**src/rtl/sr_command_sequencer.sv**
```systemverilog
// Command sequencer driving a JK-based SR flip-flop: set/reset/toggle commands become timed S/R pulses with a guard gap and q-feedback check.
// Optional build macro SR_SEQ_SKIP_REDUNDANT_EN: a set while exp_q==1 or a reset while exp_q==0 is consumed without a pulse.
module sr_command_sequencer #(
  parameter int PULSE_W = 1,
  parameter int GAP_W   = 1,
  parameter int CNT_W   = 4
) (
  input  logic       clock,
  input  logic       rst,
  input  logic       req_valid,
  input  logic [1:0] req_op,
  output logic       req_ready,
  output logic       s,
  output logic       r,
  input  logic       q_fb,
  output logic       exp_q,
  output logic       busy,
  output logic       err,
  output logic [1:0] state_dbg
);

  typedef enum logic [1:0] {
    IDLE  = 2'd0,
    DRIVE = 2'd1,
    GAP   = 2'd2,
    CHECK = 2'd3
  } state_t;

  state_t             state;
  logic [CNT_W-1:0]   cnt;
  logic               want_set;
  logic               want_pulse;

  // Handshake: a command transfers on a rising edge where req_valid && req_ready;
  // req_op is sampled only on that edge, and ready is low whenever a command is in flight.
  assign req_ready = (state == IDLE) && !rst;
  assign busy      = (state != IDLE);
  assign state_dbg = state;

  // Toggle resolves against the pre-update exp_q.
  always_comb begin
    want_set   = 1'b0;
    want_pulse = 1'b0;
    case (req_op)
      2'b01: begin want_set = 1'b1;   want_pulse = 1'b1; end
      2'b10: begin want_set = 1'b0;   want_pulse = 1'b1; end
      2'b11: begin want_set = !exp_q; want_pulse = 1'b1; end
      default: ;
    endcase
`ifdef SR_SEQ_SKIP_REDUNDANT_EN
    if ((req_op == 2'b01) && exp_q)  want_pulse = 1'b0;
    if ((req_op == 2'b10) && !exp_q) want_pulse = 1'b0;
`else
`endif
  end

  always_ff @(posedge clock) begin
    if (rst) begin
      state <= IDLE;
      s     <= 1'b0;
      r     <= 1'b0;
      exp_q <= 1'b0;
      err   <= 1'b0;
      cnt   <= '0;
    end else begin
      case (state)
        IDLE: begin
          if (req_valid && want_pulse) begin
            s     <= want_set;
            r     <= !want_set;
            exp_q <= want_set;
            cnt   <= CNT_W'(PULSE_W - 1);
            state <= DRIVE;
          end
        end
        DRIVE: begin
          if (cnt == '0) begin
            s <= 1'b0;
            r <= 1'b0;
            if (GAP_W > 0) begin
              cnt   <= CNT_W'(GAP_W - 1);
              state <= GAP;
            end else begin
              state <= CHECK;
            end
          end else begin
            cnt <= cnt - 1'b1;
          end
        end
        GAP: begin
          if (cnt == '0) state <= CHECK;
          else           cnt   <= cnt - 1'b1;
        end
        CHECK: begin
          if (q_fb != exp_q) err <= 1'b1;
          state <= IDLE;
        end
        default: state <= IDLE;
      endcase
    end
  end

endmodule

```
**config.mk**
```make
export PLATFORM = sky130hd
export DESIGN_NAME = sr_command_sequencer
export DESIGN_NICKNAME = d
export VERILOG_FILES = /design/src/rtl/sr_command_sequencer.sv
export SDC_FILE = /design/constraint.sdc
export NUM_CORES = 1
export LEC_CHECK = 0
export BUFFER_PORTS_ARGS = -buffer_cell sky130_fd_sc_hd__buf_2
export CAP_MARGIN = 20
export CORE_AREA = 5 5 42 44
export DETAILED_ROUTE_END_ITERATION = 8
export DIE_AREA = 0 0 47 49
export HOLD_SLACK_MARGIN = 0.05
export PLACE_DENSITY = 0.71
export SYNTH_ARGS = -nofsm -noshare
export SYNTH_HDL_FRONTEND = slang
export SYNTH_SLANG_ARGS = --single-unit
```
**constraint.sdc**
```tcl
create_clock -name clock -period 2.05 [get_ports clock]
set_input_delay 0.3075 -clock clock [delete_from_list [all_inputs] [get_ports clock]]
set_output_delay 0.3075 -clock clock [all_outputs]
set_load 0.05 [all_outputs]
```
==> impl_results.md, run 1 <==
* Yosys Warn Count at 0
* Skew-Pair Late Insertion Delay at 0.27 ns
* Lkg Pwr at 0.312 nW
* Hold depth at 3
* Fillers at 147
* FF+latch count, synth at 10
* Worst relative slew slack at 74.3%
* Count of cell types in the netlist at 28
* Worst vdd ir at 0.000957 V
* Syn Area/Cell at 8.88 µm²
* Max clock buf depth at 2
* CP peak stage delay at 0.35 ns
* Die Wd at 47 µm
* CP most frequent cell: inv_1
* Internal power at 553 µW
* CTS clock-pin slew for the worst setup and hold paths at 0.06 ns
* Max-slew violation count at 0
* Synth Flop Type: dfxtp_1
* Seq. cell area at 203 µm²
* Crit path time final at 1.84 ns
* Final Setup Violations at 0
* Grt total ovfl at 0
* Routed length per instance at 13.0 µm
* Cells after synthesis at 71
* CP Class: reg -> out
* GP Congestion at 0.713
* Data arrival, critical path at 1.54 ns
* Sequential power share at 24.3%
* Yosys top cell area share at 31.7%
* Crit Reg-Reg Endpoint: cnt[2]$_SDFFE_PP0P_
* Period utilisation layout at 89.9%
* Cts hold-fix bufs at 0
* Dominant cells by area after synthesis: dfxtp_1 32%, ha_1 14%, nor2_1 6.0%, a21oi_1 4.8%, mux2i_1 3.2%
* Cell Pwr Density at 1600 nW/µm²
* Worst r2r src: state_dbg[0]$_SDFFE_PP0P_
* Synth cell count leaders: 10 x dfxtp_1, 10 x nor2_1, 7 x ha_1, 6 x a21oi_1, 5 x inv_1
* H-tree depth at 1
* Synth Area in Simple Gates at 24.0%
* Switch share at 52.9%
* Max Clock Freq at 542 MHz
* # port buffers at 13
* Asr flop ratio synth at 0%
* Post-synthesis mux area share at 3.17%
* Syn_nets at 84
* Clk_skew at 0.00288 ns
* Maxcap violations at 0
* RSZ-0062 raised after global routing: no
* Num CTS Buffers at 3
* I/O pin count at 14
* CP Cell Sequence: inv_1 > ha_1 > inv_1 > nor2_2 > buf_2
* CTS tree: yes
* Hold Slack at 0.337 ns
* Number of global-route vias before repair at 602
* Vias at 579
* DRC viols at 0
* Flop2flop setup slack at 0.46 ns
* Antenna Nets Post-Route at 0
* Die area at 2300 µm²
* Cts repair resizes at 0
* Post-Synth Adder-Cell Area at 13.9%
* Rows at 14
* Final hold violations at 0
* Root Buffer: clkbuf_4
* Worst setup path endpoint: req_ready
* Vias per cell at 5.73
* Largest family of logic cells by synthesized area: simple AND/OR/NAND/NOR gates
* Post-DP HPWL at 1020 µm
* Share of layout cells above drive strength 1 at 29.4%
* Seq/Total Area, Yosys at 31.7%
* Crit Path Max Fanout at 8
* P&R area growth vs syn at 16.5%
* Synth Area in XOR/XNOR at 1.39%
* Comb pwr share at 64.3%
* Num Clock Sinks at 10
* Worst min-delay path category: in -> reg
* Post-synthesis compound-gate area fraction at 21.4%
* Startpoint types: flop
* Largest net degree at the start of global routing at 13
* Crit path from: state_dbg[0]$_SDFFE_PP0P_
* Worst reg-to-reg path cell count at 6
* Status: finished clean
* Worst path slowest cell: ha_1
* Die Ht at 49 µm
* DRT Wirelength at 1310 µm
* Clock power share at 11.4%
* First drt pass iteration count at 4
* Crit end category: output pin
* Initial Util at 45.0%
* Worst Tran Pin Value at 0.386 ns
* First-pass GRT wire length at 2510 µm
* Initial antenna violation count at 0
* EDFF count, synth at 0
* Multi-input logic area at 405 µm²
* NumNets Final at 100
* Req. time, crit path at 1.74 ns
* Fin Setup TNS at 0 ns
* Total GRT Usage at 14.8%
* Diodes inserted at 0
* Post-CTS Setup Bufs at 0
* Initial DRC Count at 10
* Core ar. at 1400 µm²
* Post-Synthesis Cell Area at 631 µm²
* NetSw at 621 µW
* Synth area leader: dfxtp_1
==> metrics by stage <==
step,setup slack [ns],cell area [µm²],utilization (%),instances,power [mW]
floorplan,0.139,636,-,71,0.905
CTS,0.194,734,52.4,101,1.18
detailed placement,0.460,712,50.8,98,1.05
global route,0.0755,734,52.4,101,1.27
finish,0.206,734,52.4,101,1.17
global placement,0.522,712,50.8,98,1.03
==> placed cells by master (no fill, tap or decap), types with 2 or more instances in the layout <==
| cell type | n |
|---|---|
| a21oi_1 | 6 |
| buf_2 | 13 |
| clkbuf_4 | 3 |
| dfxtp_1 | 8 |
| dfxtp_2 | 2 |
| ha_1 | 7 |
| inv_1 | 5 |
| mux2i_1 | 2 |
| nand2_1 | 3 |
| nand2b_1 | 2 |
| nand4b_1 | 2 |
| nor2_1 | 9 |
| nor3_1 | 3 |
| o21ai_1 | 4 |
==> area by class of cell <==
class	instances	area share, %
multi-input cells	54	55.2
flip-flops and latches	10	27.6
repair buffers	13	8.86
clock buffers	3	3.07
well taps	16	2.73
inverters	5	2.56
==> power by group through the flow <==
stage / registers [mW] / clock network [mW] / logic (mW)
finish: 0.285 / 0.134 / 0.755
global route: 0.295 / 0.151 / 0.828
CTS: 0.286 / 0.138 / 0.761
detailed placement: 0.289 / 0 / 0.758
global placement: 0.287 / 0 / 0.743
floorplan: 0.428 / 0 / 0.478
==> critical path, delay by kind of cell (launching register included) <==
| family | cells | cell delay, ns |
|---|---|---|
| adder cells (fa/ha/maj) | 1 | 0.35 |
| AND/OR/NAND/NOR | 1 | 0.10 |
| buffers and inverters | 3 | 0.47 |
| flip-flops | 1 | 0.34 |
==> cell families after synthesis <==
logic type               Yosys count
flip-flops                        10
buffers and inverters              7
XOR/XNOR                           1
multiplexers                       2
AND/OR/NAND/NOR                   26
adder cells (fa/ha/maj)            7
AO/OA/AOI/OAI                     18
==> layer usage <==
| metal | vias up | wire, µm | part of all wire (%) | global-route usage (%) |
|---|---|---|---|---|
| li1 | 287 | - | - | - |
| met1 | 274 | 550 | 42 | 16.9 |
| met2 | 13 | 657 | 50 | 24.4 |
| met3 | 5 | 61 | 4.7 | 2.58 |
| met4 | 0 | 38 | 2.9 | 8.29 |
| met5 | - | 0 | 0 | 0 |
==> state kept, by name (all words and copies together) (netlist names) <==
signal / cells
cnt: 4
state_dbg: 2
err: 1
exp_q: 1
r: 1
s: 1
==> worst min path at each step <==
stage / startpoint / slack, ns / end
after CTS: req_op[0] / 0.34 / s$_SDFFE_PP0P_
after global placement: err$_SDFFE_PP0P_ / 0.45 / err$_SDFFE_PP0P_
after detailed placement: cnt[0]$_SDFFE_PP0P_ / 0.47 / cnt[0]$_SDFFE_PP0P_
final: req_op[0] / 0.34 / s$_SDFFE_PP0P_
after floorplan: cnt[1]$_SDFFE_PP0P_ / 0.44 / cnt[1]$_SDFFE_PP0P_
after global routing: req_op[0] / 0.36 / s$_SDFFE_PP0P_
Power figures use the tool's default switching activity.
==> run 2: changes to the inputs <==
- PLACE_DENSITY: 0.71 -> 0.74
==> run 2 against run 1 <==
Total power is 0.15% lower. Via count is 4.1% lower. Clock power hardly changed. Clock skew hardly changed. Largest cell class unchanged. Worst hold slack better by 0.0021 ns. Flip-flop and latch count stayed put. Combinational power hardly changed. Sequential share of layout area stayed put. Utilization stayed put. Critical path type unchanged. Cell count stayed put. Setup slack worse by 0.010 ns.
==> impl_results.md, run 2 (synthesis gave the netlist of run 1 again) <==
* Skew-Pair Late Insertion Delay at 0.26 ns (about the same)
* First drt pass iteration count at 3 (-1)
* Post-CTS Setup Bufs at 0 (unchanged)
* Max Clock Freq at 539 MHz (-0.55%)
* Largest Register: cnt
* Routed length per instance at 12.5 µm (-3.5%)
* Req. time, crit path at 1.74 ns (about the same)
* Sequential power share at 24.3% (about the same)
* Initial DRC Count at 7 (-3)
* Share of layout cells above drive strength 1 at 29.4% (unchanged)
* Core ar. at 1400 µm² (unchanged)
* Vias per cell at 5.50 (-4.1%)
* CP peak stage delay at 0.36 ns (about the same)
* Hold endpoint: s$_SDFFE_PP0P_
* CP Class: reg -> out
* Final Setup Violations at 0 (unchanged)
* Worst relative slew slack at 77.6% (+3.3 points)
* Initial Util at 45.0% (unchanged)
* Largest net degree at the start of global routing at 13 (unchanged)
* Num CTS Buffers at 3 (unchanged)
* Worst min-delay path category: in -> reg
* First-pass GRT wire length at 2260 µm (-9.9%)
* Number of global-route vias before repair at 528 (-12%)
* Final hold violations at 0 (unchanged)
* Die Ht at 49 µm (unchanged)
* I/O pin count at 14 (unchanged)
* Worst vdd ir at 0.00103 V (+7.5%)
* CTS tree: yes
* Crit end category: output pin
* Max reg flops at 4 (unchanged)
* Initial antenna violation count at 0 (unchanged)
* Most common cell after layout, fill and taps aside: buf_2
* Fillers at 136 (-7.5%)
* Worst path slowest cell: ha_1
* Kind of cell adding the most delay to the critical path: buffers and inverters
* Antenna Nets Post-Route at 0 (unchanged)
* GRT met1 Usage at 16.5% (-0.37 points)
* Util after Layout at 52.4% (unchanged)
* Diodes inserted at 0 (unchanged)
* Lkg Pwr at 0.312 nW (unchanged)
* Flop2flop setup slack at 0.48 ns (+0.02 ns)
* Vias at 555 (-4.1%)
* Most frequent cells in the layout: 13 x buf_2, 9 x nor2_1, 8 x dfxtp_1
* Top Usage Layer GRT: met2
* Crit Reg-Reg Endpoint: r$_SDFFE_PP0P_
* Comb pwr share at 64.4% (about the same)
* Cts repair resizes at 0 (unchanged)
* Data arrival, critical path at 1.55 ns (about the same)
* Worst Tran Pin Value at 0.336 ns (-0.0496 ns)
* Clock power share at 11.2% (-0.2 points)
* CP most frequent cell: inv_1
* Die area at 2300 µm² (unchanged)
* Die Wd at 47 µm (unchanged)
* CTS clock-pin slew for the worst setup and hold paths at 0.06 ns (about the same)
* P&R area growth vs syn at 16.5% (unchanged)
* NetSw at 619 µW (-0.28%)
* Rows at 14 (unchanged)
* Total GRT Usage at 12.9% (-1.9 points)
* DRC viols at 0 (unchanged)
* Fin Setup TNS at 0 ns (unchanged)
* DRT Wirelength at 1260 µm (-3.5%)
* Crit path buf inv count at 3 (unchanged)
* H-tree depth at 1 (unchanged)
* CP Cell Sequence: inv_1 > ha_1 > inv_1 > nor2_2 > buf_2
* Hold Slack at 0.339 ns (+0.00207 ns)
* Root Buffer: clkbuf_4
* Num Clock Sinks at 10 (unchanged)
* Max clock buf depth at 2 (unchanged)
* Met2 GRT Util at 20.1% (-4.3 points)
* Maxcap violations at 0 (unchanged)
* RSZ-0062 raised after global routing: no
* Status: finished clean
* # port buffers at 13 (unchanged)
* Cell Pwr Density at 1600 nW/µm² (-0.15%)
* GP Congestion at 0.717 (+0.56%)
* Crit Path Max Fanout at 8 (unchanged)
* Crit path time final at 1.85 ns (+0.0103 ns)
* Hold depth at 3 (unchanged)
* Internal power at 553 µW (about the same)
* Grt total ovfl at 0 (unchanged)
* Cts hold-fix bufs at 0 (unchanged)
* Global Route met3 Usage at 2.58% (unchanged)
* Period utilisation layout at 90.4% (+0.50 points)
* Startpoint types: flop
* Worst path depth at 5 (unchanged)
* Worst reg-to-reg path cell count at 6 (unchanged)
* Min-Delay Startpoint: req_op[0]
* Max-slew violation count at 0 (unchanged)
* NumNets Final at 100 (unchanged)
* Switch share at 52.8% (-0.070 points)
* Worst r2r src: state_dbg[0]$_SDFFE_PP0P_
* Clk_skew at 0.00267 ns (-0.000219 ns)
* Post-DP HPWL at 1010 µm (-0.81%)
-- run 2: cell counts in the layout (fill, tap and decap cells not counted) --
Identical to the previous run, type by type.
-- run 2: layout make-up --
type	instances	area, µm²	share of cell area [%]
Inverter	5	18.8	2.56
Clock buffer	3	22.5	3.07
Tap cell	16	20.0	2.73
Multi-Input combinational cell	54	405	55.2
Sequential cell	10	203	27.6
Timing Repair Buffer	13	65.1	8.86
-- run 2: worst register-to-register path, cell delays in order, from the launching register on --
cell and delay (ns):
dfxtp_2 0.34, inv_1 0.10, ha_1 0.37, nand2b_1 0.09, a22oi_1 0.29, mux2i_1 0.22
nor2_1 0.05
-- run 2: through the flow --
stage / area (µm²) / worst slack [ns] / instances / power [mW]
CTS: 734 / 0.190 / 101 / 1.18
global placement: 712 / 0.517 / 98 / 1.03
detailed placement: 712 / 0.486 / 98 / 1.05
floorplan: 636 / 0.139 / 71 / 0.905
global route: 734 / 0.0801 / 101 / 1.27
finish: 734 / 0.196 / 101 / 1.17
-- run 2: how the worst max path moves through the flow --
stage	startpoint	endpoint	slack [ns]
floorplan	state_dbg[0]$_SDFFE_PP0P_	req_ready	0.14
global placement	state_dbg[0]$_SDFFE_PP0P_	req_ready	0.52
detailed placement	state_dbg[0]$_SDFFE_PP0P_	req_ready	0.49
CTS	state_dbg[0]$_SDFFE_PP0P_	req_ready	0.19
global route	state_dbg[1]$_SDFFE_PP0P_	req_ready	0.08
finish	state_dbg[0]$_SDFFE_PP0P_	req_ready	0.20
-- run 2: routing by layer --
| layer | share of wire, % | vias to the layer above |
|---|---|---|
| met3 | 4.7 | 4 |
| li1 | - | 284 |
| met1 | 44 | 255 |
| met2 | 50 | 12 |
| met4 | 1.2 | 0 |
| met5 | 0 | - |
-- run 2: power by group through the flow --
stage	logic (mW)	registers, mW	clock network (mW)
floorplan	0.478	0.428	0
global placement	0.744	0.288	0
finish	0.755	0.285	0.132
global route	0.825	0.297	0.146
CTS	0.759	0.287	0.136
detailed placement	0.758	0.291	0
==> run 3: changes to the inputs <==
==> constraint.sdc (replaced) <==
create_clock -name clock -period 2.05 [get_ports clock]
set_input_delay 0.205 -clock clock [delete_from_list [all_inputs] [get_ports clock]]
set_output_delay 0.205 -clock clock [all_outputs]
set_load 0.05 [all_outputs]
==> run 3 against run 2 <==
Via count shrank 2.0%. Cell count is the same. Non-clock buffer count is the same. Total power shrank 0.85%. Combinational power shrank 0.8%. Highest routed layer unchanged. Global-route usage grew 0.12 points. Largest cell class unchanged. Sequential share of layout area shrank 0.25 points. Sequential power is essentially flat.
==> impl_results.md, run 3 (synthesis gave the netlist of run 1 again) <==
* Num CTS Buffers at 3 (unchanged)
* CTS tree: yes
* NetSw at 614 µW (-0.82%)
* Rows at 14 (unchanged)
* Fin Setup TNS at 0 ns (unchanged)
* First drt pass iteration count at 4 (+1)
* Max-slew violation count at 0 (unchanged)
* Switch share at 52.8% (about the same)
* DRC viols at 0 (unchanged)
* Seq. cell area at 200 µm² (-1.2%)
* Kind of cell adding the most delay to the critical path: buffers and inverters
* Die Ht at 49 µm (unchanged)
* Period utilisation layout at 85.3% (-5.1 points)
* Core ar. at 1400 µm² (unchanged)
* Vias per cell at 5.39 (-2.0%)
* CP peak stage delay at 0.35 ns (about the same)
* Vias at 544 (-2.0%)
* Cts hold-fix bufs at 0 (unchanged)
* Crit path time final at 1.75 ns (-0.105 ns)
* GP Congestion at 0.724 (+0.95%)
* Total GRT Usage at 13.0% (+0.12 points)
* Cts repair resizes at 0 (unchanged)
* Die area at 2300 µm² (unchanged)
* Clock power share at 11.3% (about the same)
* Antenna Nets Post-Route at 0 (unchanged)
* Initial Util at 45.0% (unchanged)
* Cell Pwr Density at 1590 nW/µm² (-0.51%)
* Worst path slowest cell: dfxtp_1
* First-pass GRT wire length at 2240 µm (-1.2%)
* Routed length per instance at 12.1 µm (-2.9%)
* Comb pwr share at 64.4% (about the same)
* Lkg Pwr at 0.312 nW (-0.20%)
* Skew-Pair Late Insertion Delay at 0.26 ns (about the same)
* P&R area growth vs syn at 16.1%
* CP Class: reg -> out
* Startpoint types: flop
* Diodes inserted at 0 (unchanged)
* Fillers at 146 (+7.4%)
* RSZ-0062 raised after global routing: no
* Worst vdd ir at 0.00111 V (+8.4%)
* Num Clock Sinks at 10 (unchanged)
* Clk_skew at 0.00276 ns (+0.0000902 ns)
* Post-DP HPWL at 1010 µm (+0.19%)
* Req. time, crit path at 1.85 ns (+0.11 ns)
* Initial antenna violation count at 0 (unchanged)
* Crit path buf inv count at 3 (unchanged)
* Status: finished clean
* CTS clock-pin slew for the worst setup and hold paths at 0.07 ns (about the same)
* Most frequent cells in the layout: 13 x buf_2, 10 x dfxtp_1, 9 x nor2_1
* H-tree depth at 1 (unchanged)
* Worst Tran Pin Value at 0.382 ns (+0.0458 ns)
* Most common cell after layout, fill and taps aside: buf_2
* Number of global-route vias before repair at 538 (+1.9%)
* Final hold violations at 0 (unchanged)
* Data arrival, critical path at 1.54 ns (about the same)
* Worst min-delay path category: in -> reg
* Crit Path Max Fanout at 8 (unchanged)
* Total power at 1.16 mW (-0.85%)
* Largest Register: cnt
* Post-CTS Setup Bufs at 0 (unchanged)
* Share of layout cells above drive strength 1 at 27.1% (-2.4 points)
* NumNets Final at 100 (unchanged)
* Max reg flops at 4 (unchanged)
* Die Wd at 47 µm (unchanged)
* Initial DRC Count at 5 (-2)
* Crit end category: output pin
* CP most frequent cell: inv_1
* Max clock buf depth at 2 (unchanged)
* Largest net degree at the start of global routing at 13 (unchanged)
* Internal power at 548 µW (-0.88%)
* Maxcap violations at 0 (unchanged)
* Worst relative slew slack at 74.5% (-3.1 points)
* I/O pin count at 14 (unchanged)
* Root Buffer: clkbuf_4
* Grt total ovfl at 0 (unchanged)
* Final Setup Violations at 0 (unchanged)
* Multi-input logic area at 405 µm² (unchanged)
* DRT Wirelength at 1230 µm (-2.9%)
* Sequential power share at 24.3% (about the same)
* CP Cell Sequence: inv_1 > ha_1 > inv_1 > nor2_2 > buf_2
* # port buffers at 13 (unchanged)
* Max Clock Freq at 572 MHz (+6.0%)
run 3: area by class of cell:
class	instances	area share, %
multi-input combinational	54	55.4
sequential	10	27.4
timing repair buffer	13	8.89
clock buffer	3	3.08
tap	16	2.74
inverter	5	2.56
run 3: worst paths after layout:
check,start,to,cells after the start,slack [ns]
setup reg to reg,state_dbg[0]$_SDFFE_PP0P_,cnt[2]$_SDFFE_PP0P_,5,0.45
setup / recovery,state_dbg[0]$_SDFFE_PP0P_,req_ready,5,0.30
hold / removal,req_op[0],s$_SDFFE_PP0P_,3,0.23
hold reg to reg,s$_SDFFE_PP0P_,s$_SDFFE_PP0P_,2,0.46
run 3: power by group through the flow:
| stage | Combinational [mW] | Clock [mW] | Sequential, mW |
|---|---|---|---|
| 2_1_floorplan | 0.478 | 0 | 0.423 |
| 3_3_place_gp | 0.744 | 0 | 0.282 |
| 3_5_place_dp | 0.751 | 0 | 0.287 |
| 4_1_cts | 0.754 | 0.137 | 0.283 |
| 5_1_grt | 0.821 | 0.154 | 0.290 |
| 6_report | 0.749 | 0.131 | 0.282 |
run 3: routing by layer:
metal	global-route usage (%)	wire length [µm]	share of wire [%]	up-vias
met5	0	0	0	-
met4	5.53	15	1.2	0
met3	3.69	62	5.1	2
met2	21.3	645	53	12
met1	15.1	503	41	246
li1	-	-	-	284
run 3: worst reg2reg max path: cells and delay by family (launching register included):
kind / cells / cell delay (ns)
AND/OR/NAND/NOR: 1 / 0.15
adder cells (fa/ha/maj): 1 / 0.32
AO/OA/AOI/OAI: 2 / 0.57
buffers and inverters: 1 / 0.11
flip-flops: 1 / 0.40
run 3: stage by stage:
stage	instances	hold slack, ns	utilization (%)	setup WS (ns)	area (µm²)
after floorplan	71	0.348	-	0.0550	633
after global placement	98	0.451	50.6	0.481	709
after detailed placement	98	0.458	50.6	0.456	709
after CTS	101	0.227	52.2	0.280	732
after global routing	101	0.219	52.2	0.150	732
final	101	0.227	52.2	0.302	732
